$ cat src/rtl/ibox_pkg.sv
// Shared constants and types for the integer-box operand stage.
package ibox_pkg;

    localparam int unsigned XLEN   = 64;
    localparam int unsigned NREGS  = 32;
    localparam int unsigned CTRL_W = 32;

    typedef logic [4:0]      reg_idx_t;
    typedef logic [XLEN-1:0] word_t;

    localparam reg_idx_t REG_ZERO = 5'd31;

endpackage

$ cat src/rtl/ibox_regfile.sv
// Integer register file: 2 read ports, 1 write port, R31 reads as zero and ignores writes.
module ibox_regfile
    import ibox_pkg::*;
(
    input  logic            clk,
    input  logic [4:0]      ra_idx,
    input  logic [4:0]      rb_idx,
    output logic [XLEN-1:0] ra_data,
    output logic [XLEN-1:0] rb_data,
    input  logic            we,
    input  logic [4:0]      wr_idx,
    input  logic [XLEN-1:0] wr_data
);

    // Only R0..R30 have storage; contents are intentionally not reset.
    word_t mem [NREGS-1];

    always_ff @(posedge clk) begin
        if (we && wr_idx != REG_ZERO) begin
            mem[wr_idx] <= wr_data;
        end
    end

    always_comb begin
        ra_data = '0;
        rb_data = '0;
        if (ra_idx != REG_ZERO) ra_data = mem[ra_idx];
        if (rb_idx != REG_ZERO) rb_data = mem[rb_idx];
    end

endmodule

$ cat src/rtl/ibox_operand_stage.sv
// Operand fetch, scoreboard and valid/ready output register feeding the integer box.
// Define IBOX_BYPASS_EN to forward same-cycle writeback data and honour same-cycle busy clears.
module ibox_operand_stage
    import ibox_pkg::*;
(
    input  logic              clk,
    input  logic              reset,
    input  logic              in_valid,
    output logic              in_ready,
    input  logic [4:0]        in_ra,
    input  logic [4:0]        in_rb,
    input  logic [4:0]        in_rc,
    input  logic              in_lit_valid,
    input  logic [7:0]        in_lit,
    input  logic [CTRL_W-1:0] in_control,
    output logic              out_valid,
    input  logic              out_ready,
    output logic [XLEN-1:0]   out_a,
    output logic [XLEN-1:0]   out_b,
    output logic [CTRL_W-1:0] out_control,
    output logic [4:0]        out_rc,
    input  logic              wb_valid,
    input  logic [4:0]        wb_rc,
    input  logic [XLEN-1:0]   wb_data
);

    word_t             rf_a, rf_b;
    word_t             opnd_a, opnd_b_reg, opnd_b;
    logic              wb_hit, hazard, accept;
    logic [NREGS-1:0]  busy_q, busy_d, busy_eff, clr_mask, set_mask;

    logic              valid_q, valid_d;
    word_t             a_q, a_d, b_q, b_d;
    logic [CTRL_W-1:0] ctrl_q, ctrl_d;
    reg_idx_t          rc_q, rc_d;

    ibox_regfile u_regfile (
        .clk     (clk),
        .ra_idx  (in_ra),
        .rb_idx  (in_rb),
        .ra_data (rf_a),
        .rb_data (rf_b),
        .we      (wb_valid),
        .wr_idx  (wb_rc),
        .wr_data (wb_data)
    );

    assign wb_hit   = wb_valid && (wb_rc != REG_ZERO);
    assign clr_mask = wb_hit ? (NREGS'(1) << wb_rc) : '0;

`ifdef IBOX_BYPASS_EN
    assign busy_eff   = busy_q & ~clr_mask;
    assign opnd_a     = (wb_hit && wb_rc == in_ra) ? wb_data : rf_a;
    assign opnd_b_reg = (wb_hit && wb_rc == in_rb) ? wb_data : rf_b;
`else
    // No forwarding: a dependent op waits until the file holds the new value.
    assign busy_eff   = busy_q;
    assign opnd_a     = rf_a;
    assign opnd_b_reg = rf_b;
`endif

    assign opnd_b = in_lit_valid ? {{(XLEN-8){1'b0}}, in_lit} : opnd_b_reg;

    // Busy on rc is the write-after-write stall; R31 is never marked busy.
    assign hazard = busy_eff[in_ra] | (~in_lit_valid & busy_eff[in_rb]) | busy_eff[in_rc];

    assign in_ready = ~reset & (~valid_q | out_ready) & ~hazard;
    assign accept   = in_valid & in_ready;
    assign set_mask = (accept && in_rc != REG_ZERO) ? (NREGS'(1) << in_rc) : '0;

    always_comb begin
        busy_d  = (busy_q & ~clr_mask) | set_mask;
        valid_d = valid_q;
        a_d     = a_q;
        b_d     = b_q;
        ctrl_d  = ctrl_q;
        rc_d    = rc_q;
        if (accept) begin
            valid_d = 1'b1;
            a_d     = opnd_a;
            b_d     = opnd_b;
            ctrl_d  = in_control;
            rc_d    = in_rc;
        end else if (out_ready) begin
            valid_d = 1'b0;
        end
    end

    always_ff @(posedge clk) begin
        if (reset) begin
            busy_q  <= '0;
            valid_q <= 1'b0;
            a_q     <= '0;
            b_q     <= '0;
            ctrl_q  <= '0;
            rc_q    <= '0;
        end else begin
            busy_q  <= busy_d;
            valid_q <= valid_d;
            a_q     <= a_d;
            b_q     <= b_d;
            ctrl_q  <= ctrl_d;
            rc_q    <= rc_d;
        end
    end

    assign out_valid   = valid_q;
    assign out_a       = a_q;
    assign out_b       = b_q;
    assign out_control = ctrl_q;
    assign out_rc      = rc_q;

endmodule

$ cat config.mk
export PLATFORM = sky130hd
export DESIGN_NAME = ibox_operand_stage
export DESIGN_NICKNAME = d
export VERILOG_FILES = /design/src/rtl/ibox_pkg.sv /design/src/rtl/ibox_regfile.sv /design/src/rtl/ibox_operand_stage.sv
export SDC_FILE = /design/constraint.sdc
export NUM_CORES = 2
export LEC_CHECK = 0
export CAP_MARGIN = 40
export CORE_MARGIN = 2
export CORE_UTILIZATION = 39
export CTS_CLUSTER_SIZE = 8
export DETAILED_ROUTE_END_ITERATION = 6
export PLACE_DENSITY = 0.56
export SLEW_MARGIN = 10
export SYNTH_ARGS = -nofsm -noshare
export SYNTH_HDL_FRONTEND = slang
export SYNTH_SLANG_ARGS = --single-unit
$ cat constraint.sdc
create_clock -name clk -period 10 [get_ports clk]
set_input_delay 2.5 -clock clk [delete_from_list [all_inputs] [get_ports clk]]
set_output_delay 2.5 -clock clk [all_outputs]
set_load 0.005 [all_outputs]
==> impl_metrics.ini <==
[outcome]
outcome = completed

[final_layout]
synthToLayoutAreaGrowth_pct = 17.9
mostFrequentLayoutCells = 1,984 x edfxtp_1, 981 x mux4_2, 441 x mux2i_1, 367 x nand2_1, 330 x clkbuf_16
finalNetCount = 5944
drive_gt1_share_pct = 27.9
instances_no_fill = 9402
final_common_cell = edfxtp_1
design_area_um2 = 118000

[critical_path]
cp_num_buf_inv = 2
worstSetupEndpointType = output port
cp.arrival_ns = 6.01
start_kind = input pin
worstSetupPathType = in2out
critPathMaxStageDelay_ns = 0.82
cpLargestDelayFamily = buffers and inverters
path_cells = clkdlybuf4s50_1 -> mux4_2 -> nor2b_1 -> a2111oi_0 -> a311o_1 -> nand2_1 -> a31oi_1 -> clkdlybuf4s50_1
crit_fanout = 12
required_ns = 7.50
critPathSlowestCell = clkdlybuf4s50_1
critPathMostFrequentCell = clkdlybuf4s50_1

[pwr]
clkPwrFrac_pct = 45.4
switching_share_pct = 22.7
leakagePower_uw = 0.0381
power_density_nw_per_um2 = 186
switching_power_uw = 4980
finalPower_uw = 22000
pwr-share-seq_pct = 46.3
comb_power_share_pct = 8.3
internal_power_uw = 17000
peakVddDrop_v = 0.000203

[sta]
drv_slew = 0
hold_viol = 0
holdWs_ns = 0.453
setup_viol = 0
layout_min_cycle_time_ns = 8.51
rsz0062_at_grt = no
post-route-period-util_pct = 85.1
worstMarginPinSlew_ns = 1.02
skew_ns = 0.0692
relSlewSlack_pct = 32.3
setup_tns_ns = 0
clock.fmax_mhz = 118

[floorplanning]
io_pins = 297
core-area_um2 = 256000
start_util_pct = 39.1
num_rows = 186
die_y_um = 511
die_x_um = 511
dieArea_um2 = 261000

[logic_synthesis]
synth_edf_count = 1984
synth-simple-area-share_pct = 2.77
synthXorXnorAreaFrac_pct = 0
synth_seq_cells = 2182
syn_area_um2 = 100000
syn_nets = 5533
synth_seq_area_share_pct = 63.4
synthCells = 5403
syn_area_per_cell_um2 = 18.5
ys_types = 54
synthAdderAreaFrac_pct = 0
synth.yosys.warnings = 0
synthFlopType = edfxtp_1
ys_async_sr_fraction_pct = 0
synth_top_family_by_area = multiplexers
synth.mux.area_fraction_pct = 27.6
synth_compound_area_share_pct = 4.20

[global_routing]
grt_pass1_vias = 60500
grt_pass1_wl_mm = 456
antenna_found_initial = 28
grtUsageTotal_pct = 24.3
grt_max_degree = 135
gr-total-overflow = 0

[routing]
drt_wl_total_mm = 322
wl_per_cell_um = 34.3
drtAntennaViolNets = 0
dr_total_vias = 58800
drc = 0
viasPerCell = 6.25
dr.pass1.iters = 6
drt_first_iter_violations = 6647

[placed_design]
dpl.cell_count = 8863
place_congestion = 0.800
io_buffer_count = 296
post-dp-hpwl_mm = 173
dpl_cell_area_um2 = 109000

[clock_tree]
cts_setup_buffers = 0
clock_path_buffers = 4
cts_hold_buf = 0
cts_made_buffers = 324
clock_latency_ns = 0.93
cts_root_buf = clkbuf_16
ctsResizeCount = 0
cts_tree = done
cts_sinks = 2182
htree_num_levels = 5
cts.clk_slew.worst_paths_ns = 0.05

[worst_hold_path]
hold_path_class = reg2reg

[job]
max_cap_violations = 0
[power by group through the flow]
stage               Combinational [uW]  Clock [uW]  Sequential [uW]
floorplan                         1060           0            10300
global placement                  1740           0            10300
detailed placement                1820           0            10300
CTS                               1820       10100            10200
global route                      1920       10500            10200
finish                            1820        9980            10200
[state kept, by name, summed over array words and instances, names as in the netlist]
name           cells
busy_eff          32
out_control       32
out_valid          1
u_regfile.mem   1984
out_a             64
out_rc             5
out_b             64
[layer usage]
| metal | part of all wire, % | global-route usage [%] | up-vias |
|---|---|---|---|
| li1 | - | - | 23700 |
| met1 | 41 | 33.1 | 31800 |
| met2 | 49 | 39.9 | 2736 |
| met3 | 7.2 | 3.88 | 576 |
| met4 | 3.1 | 8.15 | 14 |
| met5 | 0.028 | 0 | - |
[metrics by stage]
| step | setup slack (ns) | util (%) |
|---|---|---|
| global placement | 1.53 | 41.8 |
| finish | 1.49 | 46.1 |
| global route | 1.13 | 46.1 |
| floorplan | 1.51 | - |
| detailed placement | 1.53 | 42.5 |
| CTS | 1.51 | 46.0 |
[cell families after synthesis]
logic type             count (synthesis)
flip-flops                          2182
multiplexers                        1528
AO/OA/AOI/OAI                        633
buffers and inverters                453
AND/OR/NAND/NOR                      607
[worst paths after layout]
path         slack, ns         to  cells after the start    startpoint
max               1.49   in_ready                      8      in_rc[0]
min               0.45   out_b[9]                      2      out_b[9]
max reg2reg       5.74  out_a[53]                      8  busy_eff[19]
min reg2reg       0.45   out_b[9]                      2      out_b[9]
[worst min-delay path: cells and delay by family (launching register included)]
| family | cells | cell delay, ns |
|---|---|---|
| flip-flops | 1 | 0.30 |
| multiplexers | 1 | 0.05 |
| AND/OR/NAND/NOR | 1 | 0.05 |
[cells in the mapped netlist, types with 6 or more instances]
library cell | count | share of area (%)
o22ai_1 | 76 | 0.47
o32ai_1 | 16 | 0.14
a21oi_1 | 83 | 0.41
o211ai_1 | 26 | 0.19
o221ai_1 | 103 | 0.90
o21ai_0 | 178 | 0.89
mux2_2 | 57 | 0.64
buf_2 | 115 | 0.57
nand3_1 | 10 | 0.050
dfxtp_1 | 198 | 4.0
or2_2 | 6 | 0.037
buf_1 | 47 | 0.18
nand2_1 | 368 | 1.4
mux2_1 | 49 | 0.55
mux4_2 | 981 | 22
inv_1 | 8 | 0.030
and2_1 | 40 | 0.25
nor2b_1 | 126 | 0.79
o31ai_1 | 26 | 0.19
edfxtp_1 | 1984 | 59
clkbuf_1 | 244 | 0.91
buf_4 | 31 | 0.23
a31oi_1 | 7 | 0.044
nor2_1 | 35 | 0.13
nand2b_1 | 9 | 0.056
a211oi_1 | 79 | 0.59
mux2i_1 | 441 | 4.4
[cell type report]
| cell class | instances | area [um2] |
|---|---|---|
| multi-input combinational | 2768 | 35000 |
| clock buffer | 510 | 8960 |
| sequential | 2182 | 63500 |
| antenna | 9 | 22.5 |
| fill | 21600 | 138000 |
| timing repair buffer | 527 | 6230 |
| clock inverter | 11 | 121 |
| tap | 3384 | 4230 |
| inverter | 11 | 56.3 |
Power figures use the tool's default switching activity.
